<file path="src/rtl/spi_cfg_hub_if.sv">
// Command/readback and SPI bus bundle for spi_cfg_hub.
// The master modport is the host side (command writer + SPI slave device model); slave is the hub.
interface spi_cfg_hub_if #(
  parameter int NUM_CH   = 4,
  parameter int MAX_BITS = 24
);
  localparam int CH_W  = (NUM_CH > 1) ? $clog2(NUM_CH) : 1;
  localparam int LEN_W = $clog2(MAX_BITS + 1);

  logic                cfg_en;
  logic [CH_W-1:0]     cfg_ch;
  logic [LEN_W-1:0]    cfg_len;
  logic                cfg_rd;
  logic [MAX_BITS-1:0] cfg_data;
  logic                cfg_full;
  logic                cfg_drop;
  logic                busy;
  logic                rd_valid;
  logic [MAX_BITS-1:0] rd_data;
  logic [CH_W-1:0]     rd_ch;
  logic [NUM_CH-1:0]   spi_ncs;
  logic                spi_sclk;
  logic                spi_sdo;
  logic                spi_sdi;

  modport master (
    output cfg_en, cfg_ch, cfg_len, cfg_rd, cfg_data, spi_sdi,
    input  cfg_full, cfg_drop, busy, rd_valid, rd_data, rd_ch, spi_ncs, spi_sclk, spi_sdo
  );

  modport slave (
    input  cfg_en, cfg_ch, cfg_len, cfg_rd, cfg_data, spi_sdi,
    output cfg_full, cfg_drop, busy, rd_valid, rd_data, rd_ch, spi_ncs, spi_sclk, spi_sdo
  );
endinterface

</file>
<file path="src/rtl/spi_cfg_hub.sv">
// Multi-device SPI configuration master: queued commands, shared mode-0 bus, per-command
// word length and optional SDI readback.
module spi_cfg_hub #(
  parameter int NUM_CH     = 4,
  parameter int MAX_BITS   = 24,
  parameter int CLK_DIV    = 4,
  parameter int FIFO_DEPTH = 8,
  parameter int CS_SETUP   = 2,
  parameter int CS_HOLD    = 2
) (
  input logic          clk_i,
  input logic          rst_i,
  spi_cfg_hub_if.slave bus
);
  localparam int CH_W    = (NUM_CH > 1) ? $clog2(NUM_CH) : 1;
  localparam int LEN_W   = $clog2(MAX_BITS + 1);
  localparam int PTR_W   = $clog2(FIFO_DEPTH);
  localparam int CNT_MAX = (CLK_DIV > CS_SETUP) ? ((CLK_DIV > CS_HOLD) ? CLK_DIV : CS_HOLD)
                                                : ((CS_SETUP > CS_HOLD) ? CS_SETUP : CS_HOLD);
  localparam int CNT_W   = (CNT_MAX > 1) ? $clog2(CNT_MAX) : 1;

  localparam logic [LEN_W-1:0] MAX_LEN  = LEN_W'(MAX_BITS);
  localparam logic [CH_W:0]    CH_LIMIT = (CH_W + 1)'(NUM_CH);
  localparam logic [PTR_W:0]   DEPTH    = (PTR_W + 1)'(FIFO_DEPTH);

  typedef struct packed {
    logic [CH_W-1:0]     ch;
    logic [LEN_W-1:0]    len;
    logic                rd;
    logic [MAX_BITS-1:0] data;
  } cmd_t;

  typedef enum logic [2:0] {IDLE, SETUP, SHIFT, HOLD, GAP} state_e;

  cmd_t             fifo_q [FIFO_DEPTH];
  logic [PTR_W-1:0] wr_ptr_q, rd_ptr_q;
  logic [PTR_W:0]   count_q;
  logic             drop_q;

  state_e              state_q;
  logic [CNT_W-1:0]    cnt_q;
  logic [LEN_W-1:0]    bit_q;
  logic [MAX_BITS-1:0] tx_q, rx_q;
  logic [CH_W-1:0]     ch_q;
  logic                rd_q;
  logic [NUM_CH-1:0]   ncs_q;
  logic                sclk_q, sdo_q;
  logic                rd_valid_q;
  logic [MAX_BITS-1:0] rd_data_q;
  logic [CH_W-1:0]     rd_ch_q;

  logic             full, push, pop, head_ok;
  cmd_t             head;
  logic [LEN_W-1:0] head_len;

  assign full     = (count_q == DEPTH);
  assign push     = bus.cfg_en && !full;
  assign head     = fifo_q[rd_ptr_q];
  assign head_ok  = (head.len != '0) && ({1'b0, head.ch} < CH_LIMIT);
  assign head_len = (head.len > MAX_LEN) ? MAX_LEN : head.len;
  // The last GAP cycle doubles as IDLE so back-to-back frames see exactly CLK_DIV deselected cycles.
  assign pop      = (count_q != '0) && ((state_q == IDLE) || (state_q == GAP && cnt_q == '0));

  // NOTE: the command storage has no reset; only pointers and count need one, which keeps it RAM-mappable.
  always_ff @(posedge clk_i) begin
    if (push) fifo_q[wr_ptr_q] <= '{ch: bus.cfg_ch, len: bus.cfg_len, rd: bus.cfg_rd, data: bus.cfg_data};
  end

  always_ff @(posedge clk_i or posedge rst_i) begin
    if (rst_i) begin
      wr_ptr_q <= '0;
      rd_ptr_q <= '0;
      count_q  <= '0;
      drop_q   <= 1'b0;
    end else begin
      drop_q <= bus.cfg_en && full;
      if (push) wr_ptr_q <= wr_ptr_q + 1'b1;
      if (pop)  rd_ptr_q <= rd_ptr_q + 1'b1;
      case ({push, pop})
        2'b10:   count_q <= count_q + 1'b1;
        2'b01:   count_q <= count_q - 1'b1;
        default: count_q <= count_q;
      endcase
    end
  end

  always_ff @(posedge clk_i or posedge rst_i) begin
    if (rst_i) begin
      state_q    <= IDLE;
      cnt_q      <= '0;
      bit_q      <= '0;
      tx_q       <= '0;
      rx_q       <= '0;
      ch_q       <= '0;
      rd_q       <= 1'b0;
      ncs_q      <= '1;
      sclk_q     <= 1'b0;
      sdo_q      <= 1'b0;
      rd_valid_q <= 1'b0;
      rd_data_q  <= '0;
      rd_ch_q    <= '0;
    end else begin
      rd_valid_q <= 1'b0;
      case (state_q)
        IDLE: ;
        SETUP: begin
          if (cnt_q != '0) begin
            cnt_q <= cnt_q - 1'b1;
          end else begin
            sclk_q  <= 1'b1;
            rx_q    <= {rx_q[MAX_BITS-2:0], bus.spi_sdi};
            cnt_q   <= CNT_W'(CLK_DIV - 1);
            state_q <= SHIFT;
          end
        end
        SHIFT: begin
          if (cnt_q != '0) begin
            cnt_q <= cnt_q - 1'b1;
          end else if (sclk_q) begin
            sclk_q <= 1'b0;
            sdo_q  <= (bit_q != '0) ? tx_q[bit_q - 1'b1] : 1'b0;
            cnt_q  <= CNT_W'(CLK_DIV - 1);
          end else if (bit_q == '0) begin
            cnt_q   <= CNT_W'(CS_HOLD - 1);
            state_q <= HOLD;
          end else begin
            bit_q  <= bit_q - 1'b1;
            sclk_q <= 1'b1;
            rx_q   <= {rx_q[MAX_BITS-2:0], bus.spi_sdi};
            cnt_q  <= CNT_W'(CLK_DIV - 1);
          end
        end
        HOLD: begin
          if (cnt_q != '0) begin
            cnt_q <= cnt_q - 1'b1;
          end else begin
            ncs_q <= '1;
            sdo_q <= 1'b0;
            if (rd_q) begin
              rd_valid_q <= 1'b1;
              rd_data_q  <= rx_q;
              rd_ch_q    <= ch_q;
            end
            cnt_q   <= CNT_W'(CLK_DIV - 1);
            state_q <= GAP;
          end
        end
        GAP: begin
          if (cnt_q != '0) cnt_q <= cnt_q - 1'b1;
          else             state_q <= IDLE;
        end
        default: state_q <= IDLE;
      endcase

      // NOTE: this launch sits after the case on purpose; the later non-blocking assignment wins.
      if (pop && head_ok) begin
        ncs_q   <= ~(NUM_CH'(1) << head.ch);
        sdo_q   <= head.data[head_len - 1'b1];
        tx_q    <= head.data;
        bit_q   <= head_len - 1'b1;
        rx_q    <= '0;
        ch_q    <= head.ch;
        rd_q    <= head.rd;
        cnt_q   <= CNT_W'(CS_SETUP - 1);
        state_q <= SETUP;
      end
    end
  end

  assign bus.cfg_full = full;
  assign bus.cfg_drop = drop_q;
  assign bus.busy     = (count_q != '0) || (state_q != IDLE);
  assign bus.rd_valid = rd_valid_q;
  assign bus.rd_data  = rd_data_q;
  assign bus.rd_ch    = rd_ch_q;
  assign bus.spi_ncs  = ncs_q;
  assign bus.spi_sclk = sclk_q;
  assign bus.spi_sdo  = sdo_q;
endmodule

</file>
<file path="src/flat_wrapper.sv">
// flat-port wrapper written by rule: the top's interface ports become plain ports
module spi_cfg_hub_flat 
#(
  parameter int NUM_CH     = 4,
  parameter int MAX_BITS   = 24,
  parameter int CLK_DIV    = 4,
  parameter int FIFO_DEPTH = 8,
  parameter int CS_SETUP   = 2,
  parameter int CS_HOLD    = 2
)
  (clk_i, rst_i, bus_cfg_en, bus_cfg_ch, bus_cfg_len, bus_cfg_rd, bus_cfg_data, bus_spi_sdi, bus_cfg_full, bus_cfg_drop, bus_busy, bus_rd_valid, bus_rd_data, bus_rd_ch, bus_spi_ncs, bus_spi_sclk, bus_spi_sdo);
  spi_cfg_hub_if #(.NUM_CH(NUM_CH), .MAX_BITS(MAX_BITS)) bus_i ();
  input logic clk_i;
  input logic rst_i;
  input wire logic [$bits(bus_i.cfg_en)-1:0] bus_cfg_en;
  input wire logic [$bits(bus_i.cfg_ch)-1:0] bus_cfg_ch;
  input wire logic [$bits(bus_i.cfg_len)-1:0] bus_cfg_len;
  input wire logic [$bits(bus_i.cfg_rd)-1:0] bus_cfg_rd;
  input wire logic [$bits(bus_i.cfg_data)-1:0] bus_cfg_data;
  input wire logic [$bits(bus_i.spi_sdi)-1:0] bus_spi_sdi;
  output wire logic [$bits(bus_i.cfg_full)-1:0] bus_cfg_full;
  output wire logic [$bits(bus_i.cfg_drop)-1:0] bus_cfg_drop;
  output wire logic [$bits(bus_i.busy)-1:0] bus_busy;
  output wire logic [$bits(bus_i.rd_valid)-1:0] bus_rd_valid;
  output wire logic [$bits(bus_i.rd_data)-1:0] bus_rd_data;
  output wire logic [$bits(bus_i.rd_ch)-1:0] bus_rd_ch;
  output wire logic [$bits(bus_i.spi_ncs)-1:0] bus_spi_ncs;
  output wire logic [$bits(bus_i.spi_sclk)-1:0] bus_spi_sclk;
  output wire logic [$bits(bus_i.spi_sdo)-1:0] bus_spi_sdo;
  assign bus_i.cfg_en = bus_cfg_en;
  assign bus_i.cfg_ch = bus_cfg_ch;
  assign bus_i.cfg_len = bus_cfg_len;
  assign bus_i.cfg_rd = bus_cfg_rd;
  assign bus_i.cfg_data = bus_cfg_data;
  assign bus_i.spi_sdi = bus_spi_sdi;
  assign bus_cfg_full = bus_i.cfg_full;
  assign bus_cfg_drop = bus_i.cfg_drop;
  assign bus_busy = bus_i.busy;
  assign bus_rd_valid = bus_i.rd_valid;
  assign bus_rd_data = bus_i.rd_data;
  assign bus_rd_ch = bus_i.rd_ch;
  assign bus_spi_ncs = bus_i.spi_ncs;
  assign bus_spi_sclk = bus_i.spi_sclk;
  assign bus_spi_sdo = bus_i.spi_sdo;
  spi_cfg_hub #(.NUM_CH(NUM_CH), .MAX_BITS(MAX_BITS), .CLK_DIV(CLK_DIV), .FIFO_DEPTH(FIFO_DEPTH), .CS_SETUP(CS_SETUP), .CS_HOLD(CS_HOLD)) u_core (.clk_i(clk_i), .rst_i(rst_i), .bus(bus_i));
endmodule
</file>
<file path="config.mk">
export PLATFORM = sky130hd
export DESIGN_NAME = spi_cfg_hub_flat
export DESIGN_NICKNAME = d
export VERILOG_FILES = /design/src/rtl/spi_cfg_hub_if.sv /design/src/rtl/spi_cfg_hub.sv /design/src/flat_wrapper.sv
export SDC_FILE = /design/constraint.sdc
export NUM_CORES = 1
export LEC_CHECK = 0
export ABC_AREA = 1
export CAP_MARGIN = 30
export CORE_ASPECT_RATIO = 0.5
export CORE_UTILIZATION = 30
export DETAILED_ROUTE_END_ITERATION = 8
export PLACE_DENSITY_LB_ADDON = 0.1
export SLEW_MARGIN = 15
export SYNTH_ARGS = -nofsm -noshare
export SYNTH_HDL_FRONTEND = slang
export SYNTH_SLANG_ARGS = --single-unit
</file>
<file path="constraint.sdc">
create_clock -name clk_i -period 6.05 [get_ports clk_i]
set_input_delay 0.605 -clock clk_i [delete_from_list [all_inputs] [get_ports clk_i]]
set_output_delay 0.605 -clock clk_i [all_outputs]
set_load 0.03 [all_outputs]
</file>
==> results_dict.tcl, run 1 <==
set metrics [dict create \
    status "completed" \
    cp.arrival_ns 4.87 \
    critPathLaunchType "register" \
    final_cell_area_sq_um 17500 \
    synthFlopType "edfxtp_1" \
    drt_drc_violations_left 0 \
    nets 1405 \
    grtUsageTotal 0.152 \
    ant_nets 0 \
    setup_tns_ns 0 \
    cts_setup_buffers 0 \
    multiInputGateArea_sq_um 3860 \
    grt_pass1_wl_um 58500 \
    seqPwrFrac 0.363 \
    clock-sinks 361 \
    wire_per_inst_um 18.6 \
    p_clk_frac 0.245 \
    seq_area_sq_um 10300 \
    overflow 0 \
    internal-power_uw 5680 \
    hold_viol 0 \
    synthAdderAreaFrac 0.00892 \
    power_uw 9560 \
    ctsRootBufferMaster "clkbuf_16" \
    synthXorXnorAreaFrac 0.00699 \
    p_leak_uw 0.00641 \
    synth_compound_area_frac 0.114 \
    cellPowerDensity_nw_per_um2 547 \
    relSlewSlack 0.411 \
    core_area_sq_um 48700 \
    die_area_sq_um 50500 \
    cts_resized 0 \
    synth_top_area_cell "edfxtp_1" \
    postPlaceCellArea_sq_um 16200 \
    ys_seq_area_frac 0.694 \
    cts_buffers 37 \
    numPortBuffers 71 \
    syn_avg_cell_area_sq_um 11.4 \
    ctsHoldBuffers 0 \
    drive_gt1_frac 0.0742 \
    yosysTopAreaCellShare 0.517 \
    cts_max_path_buffers 3 \
    slew_viol_final 0 \
    antenna_found_initial 2 \
    async_reset_ff_frac 0.291 \
    gp_congestion 0.783 \
    synth_edf_count 256 \
    yosys.area_share.simple 0.123 \
    area_growth_pct 17.5 \
    setup_viol 0 \
    min_period_over_period 0.729 \
    fin_worst_skew_ns 0.0164 \
    yosysUniqueCellTypes 43 \
    initial_core_util 0.305 \
    clk_latency_ns 0.53 \
    cpPeakStageDelay_ns 0.95 \
    power_switching_uw 3880 \
    core.rowCount 57 \
    critPathKind "register to register" \
    die_y_um 159 \
    path_clk_slew_ns 0.06 \
    cts_tree "done" \
    final_core_util 0.359 \
    n_antenna_cell 0 \
    grt_pass1_vias 9678 \
    yosys-top-cells-area "edfxtp_1 (52%), dfrtp_1 (17%), o21ai_0 (6.1%)" \
    avgViaCountPerCell 4.82 \
    nFillCells 4802 \
    rsz0062_at_grt "no" \
    synthMuxAreaShare 0.00269 \
    ios 72 \
    synthCells 1303 \
    firstDrtPassIters 5 \
    via_count 9827 \
    hpwlAfterDp_um 22100 \
    totalWireLength_um 38000 \
    ir_drop_mv 0.253 \
    synth_top_family_by_area "simple AND/OR/NAND/NOR gates" \
    syn_nets 1349 \
    h-tree-depth 2 \
    finalCriticalPeriod_ns 4.41 \
    max_freq_ghz 0.227 \
    drv_cap 0 \
    synth_warnings 0 \
    path_cells "clkinv_2 > nand2_1 > nand3_1 > nand3_1 > nand2_1 > inv_1 > nand2_2 > ha_1 > inv_1 > nand3_1 > nand2_1 > nand2_1 > nand3_1 > nand2_1 > inv_1 > a21oi_1" \
    endpoint_kind "register" \
    cp.required_ns 6.51 \
    ys_ff_latch 361 \
    min_path_type "register to register" \
    die_w_um 317 \
    crit_slowest_cell "dfrtp_4" \
    worst_pin_slew_ns 0.883 \
    swShare 0.406 \
    grt_max_degree 78 \
    netlist_area_sq_um 14900 \
    critPathMaxFanout 77 \
    crit_top_cell "nand2_1" \
    p_comb_frac 0.392 \
    initialDrtViolationCount 621 \
]
-- stage by stage --
step	hold WS (ns)	std cells	worst slack, ns
final	0.481	2037	1.64
after global routing	0.518	2037	1.16
after CTS	0.488	2037	1.58
after detailed placement	0.471	1969	1.61
after global placement	0.458	1968	1.68
after floorplan	0.437	1303	2.69
-- cell type report --
type,count,area share
flip-flops and latches,361,0.591
multi-input cells,773,0.221
clock buffers,59,0.0655
repair buffers,88,0.0484
well taps,649,0.0465
inverters,98,0.0214
clock inverters,9,0.00580
-- metal layers --
layer / GRT usage / vias to the layer above / wire [um]
li1: - / 4681 / -
met1: 0.222 / 4908 / 19000
met2: 0.235 / 197 / 16900
met3: 0.0254 / 41 / 1520
met4: 0.0334 / 0 / 521
met5: 0 / - / 0
-- cell usage in the layout (no fill, tap or decap), types with 2 or more instances in the layout --
cell type / n
xnor2_1: 3
buf_4: 16
nor2_2: 2
inv_2: 3
nand2_2: 2
nor2_4: 8
nand2_1: 188
bufinv_16: 2
mux2i_1: 4
o211ai_1: 13
dfrtp_1: 99
o21ai_0: 181
dfstp_2: 4
o21ai_1: 12
a21oi_1: 9
inv_1: 91
inv_4: 3
clkinv_1: 3
o22ai_1: 57
xor2_1: 7
edfxtp_1: 256
nor3_1: 9
clkbuf_16: 41
or2_2: 2
ha_1: 9
o32a_1: 2
clkbuf_1: 13
a31oi_1: 10
nand2_4: 2
clkbuf_8: 5
nor2_1: 159
nand3_1: 72
clkinv_2: 3
o221ai_1: 11
clkdlybuf4s50_1: 71
-- Yosys cell counts, types with 3 or more instances --
library cell / number
xor2_1: 7
nand3_1: 72
o22ai_1: 57
dfrtp_1: 101
o211ai_1: 13
o21ai_1: 12
buf_6: 6
inv_1: 92
inv_2: 4
a21oi_1: 9
ha_1: 9
nand2_1: 188
mux2i_1: 4
o221ai_1: 11
nor3_1: 9
dfstp_2: 4
buf_2: 27
clkbuf_1: 30
a31oi_1: 10
buf_4: 7
o21ai_0: 181
xnor2_1: 3
edfxtp_1: 256
nor2_1: 167
-- registers in the layout, indices dropped and copies added (netlist names), 2 cells and up --
signal              count
u_core.fifo_q         256
u_core.bus.rd_data     24
u_core.rx_q            24
u_core.tx_q            24
u_core.bit_q            5
u_core.bus.spi_ncs      4
u_core.count_q          4
u_core.rd_ptr_q         3
u_core.state_q          3
u_core.wr_ptr_q         3
u_core.bus.rd_ch        2
u_core.ch_q             2
u_core.cnt_q            2
-- worst max-delay path: cells and delay by family, from the launching register on --
kind | cells | cell delay (ns)
simple gates | 10 | 1.19
flops | 1 | 0.95
compound gates | 1 | 0.12
fa+ha+maj | 1 | 0.55
buf+inv | 4 | 1.48
-- final timing paths --
path	start	to	slack [ns]	cells past startpoint
min	u_core.bus.rd_data[23]$_DFFE_PP0P_	u_core.bus.rd_data[23]$_DFFE_PP0P_	0.48	2
max reg2reg	u_core.rd_ptr_q[0]$_DFFE_PP0P_	u_core.bus.spi_sdo$_DFFE_PP0P_	1.64	16
min reg2reg	u_core.bus.rd_data[23]$_DFFE_PP0P_	u_core.bus.rd_data[23]$_DFFE_PP0P_	0.48	2
max in group asynchronous	rst_i	u_core.rd_ptr_q[0]$_DFFE_PP0P_	4.29	3
min in group asynchronous	rst_i	u_core.wr_ptr_q[1]$_DFFE_PP0P_	0.53	2
max	u_core.rd_ptr_q[0]$_DFFE_PP0P_	u_core.bus.spi_sdo$_DFFE_PP0P_	1.64	16
-- power groups by stage --
stage	clock network, uW	logic (uW)	registers (uW)
2_1_floorplan	0	2740	3410
3_5_place_dp	0	3780	3520
5_1_grt	2510	4200	3530
6_report	2340	3750	3470
3_3_place_gp	0	3730	3510
4_1_cts	2410	3790	3470
-- kinds of logic after synthesis --
| family | count (synthesis) |
|---|---|
| xor+xnor | 11 |
| simple gates | 448 |
| flops | 361 |
| compound gates | 300 |
| fa+ha+maj | 10 |
| mux | 4 |
| buf+inv | 169 |
Power figures use the tool's default switching activity.
==> run 2: changes to the inputs <==
==> constraint.sdc (replaced) <==
create_clock -name clk_i -period 4.5 [get_ports clk_i]
set_input_delay 0.45 -clock clk_i [delete_from_list [all_inputs] [get_ports clk_i]]
set_output_delay 0.45 -clock clk_i [all_outputs]
set_load 0.03 [all_outputs]
==> run 2 against run 1 <==
Against the previous run:
- clock-buffer cell count down 7
- worst setup slack worse by 0.43 ns
- clock power increased by 21%
- non-clock buffer count rose by 9
- routed wire length down 3.2%
- critical path depth decreased by 2
- cell count increased by 0.29%
- largest cell class unchanged
- via count is 1.5% lower
- core utilization fell by 0.12 points
- cell area is 0.34% lower
- critical path type unchanged
- register-to-register slack got worse by 0.43 ns
==> results_dict.tcl, run 2 (same netlist as run 1, synthesis figures left out) <==
set metrics [dict create \
    n_antenna_cell 0 \
    p_leak_uw 0.00639 \
    max_flop_register "u_core.fifo_q" \
    h-tree-depth 2 \
    gp_congestion 0.837 \
    initialDrtViolationCount 688 \
    layout_common_cells "edfxtp_1 (256), nand2_1 (188), o21ai_0 (181)" \
    clk_latency_ns 0.54 \
    via_count 9675 \
    clock-sinks 361 \
    ir_drop_mv 0.394 \
    largest_register_ffs 256 \
    nFillCells 4767 \
    ios 72 \
    cp.arrival_ns 3.73 \
    numPortBuffers 71 \
    grtUsageTotal 0.148 \
    die_area_sq_um 50500 \
    setup_tns_ns 0 \
    die_w_um 317 \
    antenna_found_initial 1 \
    critPathMaxFanout 57 \
    totalWireLength_um 36800 \
    finalCriticalPeriod_ns 3.30 \
    firstDrtPassIters 5 \
    rr_worst_depth 14 \
    critPathLaunchType "register" \
    area_growth_pct 17.1 \
    initial_core_util 0.305 \
    min_period_over_period 0.732 \
    multiInputGateArea_sq_um 3860 \
    overflow 0 \
    cts_buffers 36 \
    cts_resized 0 \
    status "completed" \
    core.rowCount 57 \
    relSlewSlack 0.491 \
    slew_viol_final 0 \
    path_clk_slew_ns 0.06 \
    setup_ws_ns 1.20 \
    seq_area_sq_um 10300 \
    critPathKind "register to register" \
    setup_viol 0 \
    avgViaCountPerCell 4.74 \
    dp_slack_ns 1.18 \
    max_freq_ghz 0.303 \
    drt_drc_violations_left 0 \
    reg2reg_slack_ns 1.20 \
    ctsRootBufferMaster "clkbuf_16" \
    drive_gt1_frac 0.0753 \
    grt_pass1_wl_um 57800 \
    rsz0062_at_grt "no" \
    cellPowerDensity_nw_per_um2 716 \
    grt_pass1_vias 9612 \
    min_path_type "input pin to async pin" \
    ctsHoldBuffers 0 \
    cp.required_ns 4.94 \
    startpoint "u_core.rd_ptr_q[0]$_DFFE_PP0P_" \
    reg2reg_to "u_core.rx_q[0]$_DFFE_PP0P_" \
    drv_cap 0 \
    cts_setup_buffers 0 \
    core_area_sq_um 48700 \
    r2r_start "u_core.rd_ptr_q[0]$_DFFE_PP0P_" \
    nets 1413 \
    hold_viol 0 \
    fin_worst_skew_ns 0.0266 \
    cts_max_path_buffers 3 \
    cts_tree "done" \
    die_y_um 159 \
    grt_max_degree 65 \
    ant_nets 0 \
    wire_per_inst_um 18.0 \
    final_common_cell "edfxtp_1" \
    hpwlAfterDp_um 22400 \
    worst_pin_slew_ns 0.756 \
    endpoint_kind "register" \
]
run 2: worst max path at each step:
stage / end / slack [ns]
floorplan: u_core.bit_q[0]$_DFFE_PP0P_ / 1.30
global placement: u_core.rx_q[0]$_DFFE_PP0P_ / 1.23
detailed placement: u_core.rx_q[0]$_DFFE_PP0P_ / 1.18
CTS: u_core.rx_q[0]$_DFFE_PP0P_ / 1.17
global route: u_core.rx_q[0]$_DFFE_PP0P_ / 0.83
finish: u_core.rx_q[0]$_DFFE_PP0P_ / 1.20
run 2: layer usage:
layer	track usage	vias up	wire length (um)
li1	-	4685	-
met3	0.0270	44	1430
met1	0.215	4775	18100
met5	0	-	0
met4	0.0288	0	475
met2	0.232	171	16800
run 2: area by class of cell:
type,count,area share
multi-input combinational,773,0.222
clock inverter,13,0.00403
tap,649,0.0467
sequential,361,0.593
inverter,98,0.0215
clock buffer,52,0.0588
timing repair buffer,97,0.0539
run 2: where the power goes:
group | switching, uW | internal (uW)
combinational | 3550 | 1550
clock | 1250 | 1590
sequential | 261 | 4250
total | 5060 | 7390
run 2: critical path: stages, from the launching register on:
cell and delay (ns):
dfrtp_4 0.53, buf_4 0.53, nor2_1 0.11, nor2_1 0.11, nand2_1 0.06, nand3_1 0.08
nand2_1 0.07, nand3_2 0.09, inv_2 0.05, nand3_1 0.07, and2_4 0.39, inv_4 0.26
a21oi_4 0.61, nand3_1 0.12, o21ai_0 0.10
run 2: metrics by stage:
stage,util,instance area [sq um],total power [uW],hold slack (ns),cells
floorplan,-,14900,8260,0.437,1303
CTS,0.357,17400,12700,0.299,2043
detailed placement,0.335,16300,9770,0.466,1978
finish,0.357,17400,12500,0.299,2043
global route,0.357,17400,13500,0.321,2043
global placement,0.334,16300,9720,0.459,1977
